### src/rtl/pix_buff_pkg.sv
// Shared constants and helpers for the pixel buffer unpacker.
// Default geometry is RGB888, ten pixels per 240-bit FIFO word, 1280x720 frames.
package pix_buff_pkg;

    localparam int unsigned PIX_WIDTH    = 24;
    localparam int unsigned PIX_PER_WORD = 10;
    localparam int unsigned DATA_WIDTH   = PIX_WIDTH * PIX_PER_WORD;
    localparam int unsigned IDX_W        = $clog2(PIX_PER_WORD);

    localparam int unsigned COL_W = $clog2(1280);
    localparam int unsigned ROW_W = $clog2(720);

    typedef logic [PIX_WIDTH-1:0] pixel_t;

    // Counter width that stays at least one bit for degenerate ranges.
    function automatic int unsigned cnt_width(input int unsigned n);
        return (n > 1) ? $clog2(n) : 1;
    endfunction

endpackage

### src/rtl/pix_pos_cnt.sv
// Column/row position counters for the unpacked pixel stream.
// Column wraps after LINE_PIX-1 and carries into the row, which wraps after LINE_NUM-1.
module pix_pos_cnt
    import pix_buff_pkg::*;
#(
    parameter int unsigned LINE_PIX = 1280,
    parameter int unsigned LINE_NUM = 720
) (
    input  logic                               clk,
    input  logic                               rst_n,
    input  logic                               clr,
    input  logic                               adv,
    output logic [cnt_width(LINE_PIX)-1:0]     col,
    output logic [cnt_width(LINE_NUM)-1:0]     row
);

    localparam int unsigned CW = cnt_width(LINE_PIX);
    localparam int unsigned RW = cnt_width(LINE_NUM);
    localparam logic [CW-1:0] COL_LAST = CW'(LINE_PIX - 1);
    localparam logic [RW-1:0] ROW_LAST = RW'(LINE_NUM - 1);

    logic [CW-1:0] col_q;
    logic [RW-1:0] row_q;

    always_ff @(posedge clk or negedge rst_n) begin
        if (!rst_n) begin
            col_q <= '0;
            row_q <= '0;
        end else if (clr) begin
            col_q <= '0;
            row_q <= '0;
        end else if (adv) begin
            if (col_q == COL_LAST) begin
                col_q <= '0;
                row_q <= (row_q == ROW_LAST) ? '0 : row_q + 1'b1;
            end else begin
                col_q <= col_q + 1'b1;
            end
        end
    end

    assign col = col_q;
    assign row = row_q;

endmodule

### src/rtl/pix_buff_unpacker.sv
// Pops wide words from the show-ahead pixel FIFO and streams one pixel per clock.
// Define PIX_UNPACK_POS_EN to add column/row tracking with pix_sof/pix_eol flags.
module pix_buff_unpacker #(
    parameter int unsigned DATA_WIDTH   = pix_buff_pkg::DATA_WIDTH,
    parameter int unsigned PIX_WIDTH    = pix_buff_pkg::PIX_WIDTH,
    parameter int unsigned PIX_PER_WORD = pix_buff_pkg::PIX_PER_WORD,
    parameter int unsigned LINE_PIX     = 1280,
    parameter int unsigned LINE_NUM     = 720
) (
    input  logic                  rd_clk,
    input  logic                  rd_rst_n,
    input  logic                  flush,
    input  logic                  rd_vld,
    input  logic [DATA_WIDTH-1:0] rd_data,
    output logic                  rd_en,
    output logic                  pix_valid,
    input  logic                  pix_ready,
    output logic [PIX_WIDTH-1:0]  pix_data,
    output logic                  pix_sof,
    output logic                  pix_eol
);

    import pix_buff_pkg::*;

    localparam int unsigned IW = cnt_width(PIX_PER_WORD);
    localparam logic [IW-1:0] IDX_LAST = IW'(PIX_PER_WORD - 1);

    if (DATA_WIDTH != PIX_WIDTH * PIX_PER_WORD) begin : g_bad_width
        $error("DATA_WIDTH must equal PIX_PER_WORD*PIX_WIDTH");
    end
    if ((LINE_PIX % PIX_PER_WORD) != 0 || LINE_NUM == 0) begin : g_bad_geom
        $error("LINE_PIX must be a multiple of PIX_PER_WORD and LINE_NUM nonzero");
    end

    logic [DATA_WIDTH-1:0] word_q;
    logic                  hold_q;
    logic [IW-1:0]         idx_q;
    logic                  accept;
    logic                  last_acc;
    logic [PIX_WIDTH-1:0]  pix_arr [PIX_PER_WORD];

    for (genvar k = 0; k < PIX_PER_WORD; k++) begin : g_slice
        assign pix_arr[k] = word_q[k*PIX_WIDTH +: PIX_WIDTH];
    end

    assign pix_valid = hold_q;
    assign pix_data  = pix_arr[idx_q];
    assign accept    = hold_q && pix_ready;
    assign last_acc  = accept && (idx_q == IDX_LAST);
    // Reset is folded in so the FIFO is never popped while the block is held in reset.
    assign rd_en     = rd_vld && rd_rst_n && !flush && (!hold_q || last_acc);

    always_ff @(posedge rd_clk or negedge rd_rst_n) begin
        if (!rd_rst_n) begin
            word_q <= '0;
            hold_q <= 1'b0;
            idx_q  <= '0;
        end else if (flush) begin
            hold_q <= 1'b0;
            idx_q  <= '0;
        end else if (rd_en) begin
            word_q <= rd_data;
            hold_q <= 1'b1;
            idx_q  <= '0;
        end else if (accept) begin
            if (last_acc) begin
                hold_q <= 1'b0;
            end else begin
                idx_q <= idx_q + 1'b1;
            end
        end
    end

`ifdef PIX_UNPACK_POS_EN
    localparam int unsigned CW = cnt_width(LINE_PIX);
    localparam int unsigned RW = cnt_width(LINE_NUM);

    logic [CW-1:0] col_q;
    logic [RW-1:0] row_q;

    pix_pos_cnt #(
        .LINE_PIX (LINE_PIX),
        .LINE_NUM (LINE_NUM)
    ) u_pos (
        .clk   (rd_clk),
        .rst_n (rd_rst_n),
        .clr   (flush),
        .adv   (accept && !flush),
        .col   (col_q),
        .row   (row_q)
    );

    assign pix_eol = hold_q && (col_q == CW'(LINE_PIX - 1));
    assign pix_sof = hold_q && (col_q == '0) && (row_q == '0);
`else
    assign pix_eol = 1'b0;
    assign pix_sof = 1'b0;
`endif

endmodule

### config.mk
export PLATFORM = sky130hd
export DESIGN_NAME = pix_buff_unpacker
export DESIGN_NICKNAME = d
export VERILOG_FILES = /design/src/rtl/pix_buff_pkg.sv /design/src/rtl/pix_pos_cnt.sv /design/src/rtl/pix_buff_unpacker.sv
export SDC_FILE = /design/constraint.sdc
export NUM_CORES = 1
export LEC_CHECK = 0
export BUFFER_PORTS_ARGS = -buffer_cell sky130_fd_sc_hd__buf_2
export CAP_MARGIN = 20
export CORE_MARGIN = 3
export CORE_UTILIZATION = 54
export DETAILED_ROUTE_END_ITERATION = 6
export MAX_ROUTING_LAYER = met4
export PLACE_DENSITY = 0.81
export SKIP_LAST_GASP = 1
export SLEW_MARGIN = 10
export SYNTH_ARGS = -nofsm -noshare
export SYNTH_HDL_FRONTEND = slang
export SYNTH_HIERARCHICAL = 1
export SYNTH_SLANG_ARGS = --single-unit
### constraint.sdc
create_clock -name rd_clk -period 3.1 [get_ports rd_clk]
set_input_delay 0.62 -clock rd_clk [delete_from_list [all_inputs] [get_ports rd_clk]]
set_output_delay 0.62 -clock rd_clk [all_outputs]
set_load 0.05 [all_outputs]
==> results of run 1 <==
-- power by group --
part | switching [µW] | internal (µW)
registers | 429 | 3900
clock network | 1220 | 1780
logic | 947 | 1040
-- cell families after synthesis --
kind of cell               Yosys count
and+or+nand+nor                     62
AOI/OAI and AO/OA                   57
adders and majority gates            2
other                                1
buffers and inverters               58
muxes                              336
DFF                                245
-- timing repair --
action	CTS	global route
endpoints found under the setup margin	24	4
buffers inserted	2	0
resized for setup	2	3
-- worst paths after layout --
kind / from / endpoint
worst min register to register: word_q[192] / word_q[192]
worst min-delay path: rd_rst_n / idx_q[3]
worst max register to register: idx_q[1] / word_q[233]
min in group rd_clk: rd_data[170] / word_q[170]
max in group asynchronous: rd_rst_n / word_q[76]
worst max-delay path: idx_q[0] / pix_data[17]
-- critical path: stages, from the launching register on --
cell and delay [ps]:
sky130_fd_sc_hd__dfrtp_4 530, sky130_fd_sc_hd__buf_16 260, sky130_fd_sc_hd__mux4_2 530, sky130_fd_sc_hd__nor2_1 240
sky130_fd_sc_hd__o31ai_1 130, sky130_fd_sc_hd__buf_2 220
-- layer usage --
metal,share of wire,track usage,vias to the layer above
met5,0,-,-
met4,0.041,0.108,0
met3,0.068,0.0494,63
met2,0.46,0.393,317
met1,0.43,0.368,3852
li1,-,-,3326
-- flip-flops by register name (all words and copies together) (netlist names) --
name and flops:
idx_q 4, pix_valid 1, word_q 240
-- layout by cell type, fill, tap and decap left out, drive strengths merged, types with 2 or more instances in the layout --
master  instances
o31ai          25
o21ai           2
ha              2
nor2           24
nor3b           2
a211oi          4
conb            2
clkbuf         37
clkinv          6
dfrtp         245
diode           8
inv             2
nand2          28
mux2          312
o22ai          24
or3             2
mux4           24
buf           291
-- final cells by class --
cell class              instances  area, µm²
diodes                          8       20.0
flip-flops and latches        245       6140
repair buffers                291       1600
clock buffers                  37        763
fillers                      1460       6650
multi-input cells             459       4780
well taps                     270        338
inverters                       2       7.51
clock inverters                 8       67.6
-- metrics by stage --
step	setup TNS [ps]	worst slack, ps	std cells
floorplan	0	142	762
global placement	0	434	1265
detailed placement	0	405	1265
CTS	0	10.5	1312
global route	-19.8	-16.5	1319
finish	0	34.8	1320
==> Flow_metrics.wiki, run 1 <==
{| class="wikitable"
! Metric !! Value
|-
| Result of the run || complete, no violations
|-
| Slew at the pin closest to its max-slew limit || slightly above 900 ps
|-
| Peak Freq || 326 MHz
|-
| Util after Layout || 0.674
|-
| Finished Cell Area || 0.0137 mm²
|-
| Sum of net half-perimeters after detailed placement || ~22 mm
|-
| Share of the synthesized netlist area taken by xor and xnor gates || 0
|-
| Count of warnings emitted by yosys || 6
|-
| CTS tree || yes
|-
| Root buffer cell || sky130_fd_sc_hd__clkbuf_16
|-
| All-layer global routing usage || 0.266
|-
| Total power || 9320 µW
|-
| Leftover overflow at the end of global routing || 0
|-
| Setup skew after layout || around 9.9 ps
|-
| Total Die Area || 0.0226 mm²
|-
| Register area share after synthesis || 0.545
|-
| Capturing element type of the critical path || output pin
|-
| Largest net degree at the start of global routing || roughly 150
|-
| Via count of the first global-routing pass || 7609
|-
| Max Transition Viols Final || 0
|-
| Leak || 0.00606 µW
|-
| Simple-gate area share of the yosys netlist || 0.0249
|-
| Final ANT Viol Nets || 0
|-
| Synth area leader || sky130_fd_sc_hd__dfrtp_1
|-
| Vias per cell || 5.73
|-
| Clock period minus final worst setup slack || 3070 ps
|-
| Number of placement rows || 52
|-
| Count of flip-flops with a built-in enable after synthesis || 0
|-
| Count of cells along the worst register-to-register path || 6
|-
| Via total after detailed routing || 7558
|-
| Gate count of the mapped netlist || 761
|-
| Later-pin clock latency in the skew report || 520 ps
|-
| Post-synthesis share of cell area spent on full adders, half adders and majority gates || 0.00223
|-
| Maximum number of buffers from clock root to sink || 3
|-
| Effective utilization at floorplan || 0.552
|-
| Max-Cap Viols || 0
|-
| Slew HR || 0.377
|-
| Synthesis-to-finish area growth || 22.0%
|-
| Final period utilization || 0.989
|-
| Power density relative to cell area || 680 mW/mm²
|-
| Sum of routed wire length over all layers || 29.9 mm
|-
| Mean Syn Cell Area || 14.8 µm²
|-
| Largest cells by area after synthesis || sky130_fd_sc_hd__dfrtp_1, sky130_fd_sc_hd__mux2_2, sky130_fd_sc_hd__mux4_2
|-
| Largest vdd supply drop || 525 µV
|-
| Proportion of register bits with asynchronous set or reset after synthesis || 1.00
|-
| Main synth FF type || sky130_fd_sc_hd__dfrtp_1
|-
| Clock slew at reported path FFs || 60 ps
|-
| Most frequently used cell type in the post-synthesis netlist || sky130_fd_sc_hd__mux2_2
|-
| Number of buffers inserted by hold repair at cts || 0
|-
| Kind of critical path || flip-flop to output pin
|-
| Arrival @ worst endpoint || 2450 ps
|-
| Global-route wire length before repair || about 44 mm
|-
| Share of post-route cells with drive strength above 1 || 0.605
|-
| Cell variety after synth || 29
|-
| Internal reg-to-reg setup slack || about 500 ps
|-
| Placeable Area || 0.0204 mm²
|-
| Classification of the worst-slack hold path || input pin to async pin
|-
| Total of buffers placed on input and output ports || between 200 and 300
|-
| Number of optimization iterations in the first detailed-route pass || 5
|-
| Antenna violations before repair || 7
|-
| Number of flip-flops and latches in the synthesized netlist || 245
|-
| Multiplexer area fraction after synthesis || 0.361
|-
| Number of H-tree levels || 1
|-
| Drc violations || 0
|-
| Final #Nets || roughly 1300
|-
| Gp weighted congestion || 0.922
|-
| Chip Height || roughly 150 µm
|-
| Largest fanout of any net on the critical path || 34
|-
| CP startpoint kind || flip-flop
|-
| Synth Area in Compound Gates || 0.0353
|-
| TritonCTS buffer count || 26
|-
| Width of the die || ~150 µm
|-
| Most numerous cell types in the synthesized netlist || sky130_fd_sc_hd__mux2_2, sky130_fd_sc_hd__dfrtp_1, sky130_fd_sc_hd__mux2_1
|-
| Final Hold Vio Count || 0
|-
| Number of top-level design ports || 273
|-
| Placed cell areas || 0.0128 mm²
|-
| Required time of the critical path || around 2500 ps
|-
| TritonCTS sink count || 245
|-
| Total setup violations reported at the end of the flow || 0
|-
| Setup repair after global routing missed its margin || true
|-
| Post-detailed-route wirelength per cell || 22.7 µm
|-
| Hold_ws || 297 ps
|-
| Starting DRC count in detailed routing || 431
|-
| Area share of the leading cell type in the synthesized netlist || 0.545
|-
| Cell area after synthesis || between 0.01 and 0.015 mm²
|-
| Main combinational cell family by area after synthesis || multiplexers
|}
Note: power is estimated with default switching activity, not from simulation.
==> run 2: changes to the inputs <==
--- a/config.mk
+++ b/config.mk
@@ -5,10 +5,12 @@
 export SDC_FILE = /design/constraint.sdc
 export NUM_CORES = 1
 export LEC_CHECK = 0
+export ABC_AREA = 1
 export BUFFER_PORTS_ARGS = -buffer_cell sky130_fd_sc_hd__buf_2
 export CAP_MARGIN = 20
 export CORE_MARGIN = 3
-export CORE_UTILIZATION = 54
+export CORE_UTILIZATION = 55
+export CTS_CLUSTER_SIZE = 14
 export DETAILED_ROUTE_END_ITERATION = 6
 export MAX_ROUTING_LAYER = met4
 export PLACE_DENSITY = 0.81
==> constraint.sdc (replaced) <==
create_clock -name rd_clk -period 3.03 [get_ports rd_clk]
set_input_delay 0.606 -clock rd_clk [delete_from_list [all_inputs] [get_ports rd_clk]]
set_output_delay 0.606 -clock rd_clk [all_outputs]
set_load 0.05 [all_outputs]
==> run 2 against run 1 <==
Net effect:
- final cell count grew 71%
- wire length grew 30%
- core utilization grew 0.22 points
- highest routed layer unchanged
- synthesized cell count increased by 130%
- largest power group unchanged
- die area up 6.5%
- register-to-register slack better by 210 ps
- combinational power fell by 3%
- sequential power shrank 3%
- power down 0.39%
- worst hold slack worse by 40 ps
- non-clock buffer count shrank 3
==> Flow_metrics.wiki, run 2 <==
{| class="wikitable"
! Metric !! Value
|-
| Util after Layout || 0.676
|-
| Starting DRC count in detailed routing || about 1400
|-
| Count of warnings emitted by yosys || 6
|-
| Mean Syn Cell Area || 6.98 µm²
|-
| Largest register FFs || 240
|-
| Proportion of register bits with asynchronous set or reset after synthesis || 1.00
|-
| Top library cells by usage in the layout, fill and taps aside || sky130_fd_sc_hd__nand2_1, sky130_fd_sc_hd__buf_2, sky130_fd_sc_hd__dfrtp_1
|-
| Hold_ws || 256 ps
|-
| Share of the synthesized netlist area taken by xor and xnor gates || 0.000716
|-
| Most common cell after layout, fill and taps aside || sky130_fd_sc_hd__nand2_1
|-
| CTS tree || yes
|-
| Largest cells by area after synthesis || sky130_fd_sc_hd__dfrtp_1, sky130_fd_sc_hd__nand2_1, sky130_fd_sc_hd__nand3_1
|-
| Main combinational cell family by area after synthesis || simple AND/OR/NAND/NOR gates
|-
| Multiplexer area fraction after synthesis || 0
|-
| Setup skew after layout || 21.3 ps
|-
| Synth Area in Compound Gates || 0.00194
|-
| Classification of the worst-slack hold path || input pin to flip-flop
|-
| Width of the die || 155 µm
|-
| Max Transition Viols Final || 0
|-
| Post-detailed-route wirelength per cell || between 15 and 20 µm
|-
| Kind of critical path || flip-flop to output pin
|-
| Total of buffers placed on input and output ports || 270
|-
| Number of optimization iterations in the first detailed-route pass || 6
|-
| Simple-gate area share of the yosys netlist || 0.398
|-
| Synth area leader || sky130_fd_sc_hd__dfrtp_1
|-
| Area share of the leading cell type in the synthesized netlist || 0.501
|-
| Main synth FF type || sky130_fd_sc_hd__dfrtp_1
|-
| Total power || 9290 µW
|-
| Capturing element type of the critical path || output pin
|-
| Final Hold Vio Count || 0
|-
| Reg with most FFs || word_q
|-
| TritonCTS sink count || 245
|-
| Leak || 0.00861 µW
|-
| Synthesis-to-finish area growth || 18.4%
|-
| Total setup violations reported at the end of the flow || 0
|-
| Most frequently used cell type in the post-synthesis netlist || sky130_fd_sc_hd__nand2_1
|-
| Share of post-route cells with drive strength above 1 || 0.170
|-
| Post-CTS Setup Inserts || 0
|-
| Effective utilization at floorplan || 0.571
|-
| Via count of the first global-routing pass || roughly 11000
|-
| Gp weighted congestion || 1.00
|-
| Cell variety after synth || 22
|-
| Placeable Area || 0.0214 mm²
|-
| TritonCTS buffer count || 27
|-
| Routed wl met3 || 3.89 mm
|-
| Cell area after synthesis || 0.0122 mm²
|-
| Fill cell count || 1884
|-
| Peak Freq || 336 MHz
|-
| Power density relative to cell area || 642 mW/mm²
|-
| Arrival @ worst endpoint || 2370 ps
|-
| Number of H-tree levels || 1
|-
| Met2 wire len || 17.6 mm
|-
| Uppermost signal routing layer after detailed routing || met4
|-
| Count of flip-flops with a built-in enable after synthesis || 0
|-
| Max-Cap Viols || 0
|-
| Root buffer cell || sky130_fd_sc_hd__clkbuf_16
|-
| Multi-input combinational cell area || 0.00495 mm²
|-
| Register area share after synthesis || 0.501
|-
| Sum of negative setup slack || 0 ps
|-
| Vias per cell || 5.25
|-
| Clock slew at reported path FFs || around 60 ps
|-
| Final #Nets || 2216
|-
| Global-route wire length before repair || 59.1 mm
|-
| CP startpoint kind || flip-flop
|-
| Largest vdd supply drop || between 400 and 500 µV
|-
| Most numerous cell types in the synthesized netlist || sky130_fd_sc_hd__nand2_1, sky130_fd_sc_hd__dfrtp_1, sky130_fd_sc_hd__inv_1
|-
| Chip Height || approximately 160 µm
|-
| Clock period minus final worst setup slack || 2970 ps
|-
| Maximum number of buffers from clock root to sink || 3
|-
| Via total after detailed routing || 11900
|-
| Largest fanout of any net on the critical path || 86
|-
| Sum of routed wire length over all layers || 38.9 mm
|-
| Post-synthesis share of cell area spent on full adders, half adders and majority gates || 0.00205
|-
| Total Die Area || 0.0241 mm²
|-
| Routed length on met1 || 15.9 mm
|-
| Sum of net half-perimeters after detailed placement || 27.2 mm
|-
| Result of the run || complete, no violations
|-
| Setup repair after global routing missed its margin || true
|-
| Final period utilization || 0.981
|-
| All-layer global routing usage || 0.321
|-
| Later-pin clock latency in the skew report || 540 ps
|-
| Leftover overflow at the end of global routing || 0
|-
| Antenna violations before repair || 1
|-
| Slew HR || 0.331
|-
| Gate count of the mapped netlist || 1752
|-
| Storage element area || 0.00614 mm²
|-
| Number of placement rows || 53
|-
| Drc violations || 0
|-
| Largest net degree at the start of global routing || 242
|-
| Slew at the pin closest to its max-slew limit || 1000 ps
|-
| Final ANT Viol Nets || 0
|-
| Number of top-level design ports || 273
|-
| Required time of the critical path || 2420 ps
|-
| Number of flip-flops and latches in the synthesized netlist || approximately 250
|}
## run 2: cell count changes in the layout (fill, tap and decap cells not counted), sizes merged, moves of 2 or more
| cell | previous run | this run |
|---|---|---|
| o31ai | 25 | 0 |
| diode | 8 | 1 |
| mux4 | 24 | 0 |
| nor3b | 2 | 0 |
| o22ai | 24 | 0 |
| nor2 | 24 | 6 |
| inv | 2 | 154 |
| or3 | 2 | 0 |
| buf | 291 | 286 |
| nand3 | 1 | 147 |
| mux2 | 312 | 0 |
| nand2 | 28 | 1091 |
| a211oi | 4 | 0 |
## run 2: layout make-up
type                       count  share of cell area
clock buffer                  36              0.0525
timing repair buffer         288               0.111
multi-input combinational   1254               0.342
tap                          275              0.0238
clock inverter                 9             0.00536
antenna                        1            0.000173
sequential                   245               0.424
inverter                     153              0.0407
## run 2: through the flow
stage / setup slack, ps / std cells / instance area, µm²
final: 57.1 / 2261 / 14500
after global placement: 605 / 2213 / 13600
after CTS: 64.4 / 2259 / 14400
after detailed placement: 575 / 2213 / 13600
after global routing: -10.8 / 2261 / 14500
after floorplan: 580 / 1753 / 12200
## run 2: worst paths after layout
| kind | endpoint | depth (start not counted) | slack, ps | from |
|---|---|---|---|---|
| max | pix_data[13] | 8 | 60 | idx_q[0] |
| min | word_q[232] | 3 | 260 | rd_data[232] |
| max reg2reg | idx_q[2] | 7 | 710 | idx_q[0] |
| min reg2reg | word_q[189] | 2 | 480 | word_q[189] |
| max in group asynchronous | idx_q[0] | 3 | 1310 | rd_rst_n |
| min in group asynchronous | word_q[109] | 2 | 540 | rd_rst_n |
## run 2: critical path: stages, from the launching register on
cell                      delay (ps)
sky130_fd_sc_hd__dfrtp_4         480
sky130_fd_sc_hd__buf_12          350
sky130_fd_sc_hd__nand2_1         110
sky130_fd_sc_hd__nand2_1         210
sky130_fd_sc_hd__nand2_1         100
sky130_fd_sc_hd__nand3_1          90
sky130_fd_sc_hd__nand3_1          80
sky130_fd_sc_hd__nand2_1          80
sky130_fd_sc_hd__buf_2           260
## run 2: kinds of logic (layout without fill, tap and decap cells)
family          after synthesis  after routing
xor+xnor                      1              1
buf+inv                     254            486
other cells                   1              3
simple gates               1245           1245
compound gates                4              4
flops                       245            245
fa+ha+maj                     2              2
## run 2: routing by layer
layer / vias up / track usage
met5: - / -
met4: 0 / 0.114
met3: 97 / 0.0590
met2: 678 / 0.477
met1: 5465 / 0.449
li1: 5630 / -
## run 2: repair_timing
item	in CTS	in global routing
resized for setup	1	3
cloned	0	1
hold buffers	1	0
hold endpoints to repair	31	0
endpoints found under the setup margin	1	7
## run 2: report_power, final
group          internal (µW)  switching [µW]
Sequential              3840             344
Combinational            648            1290
Clock                   1830            1330
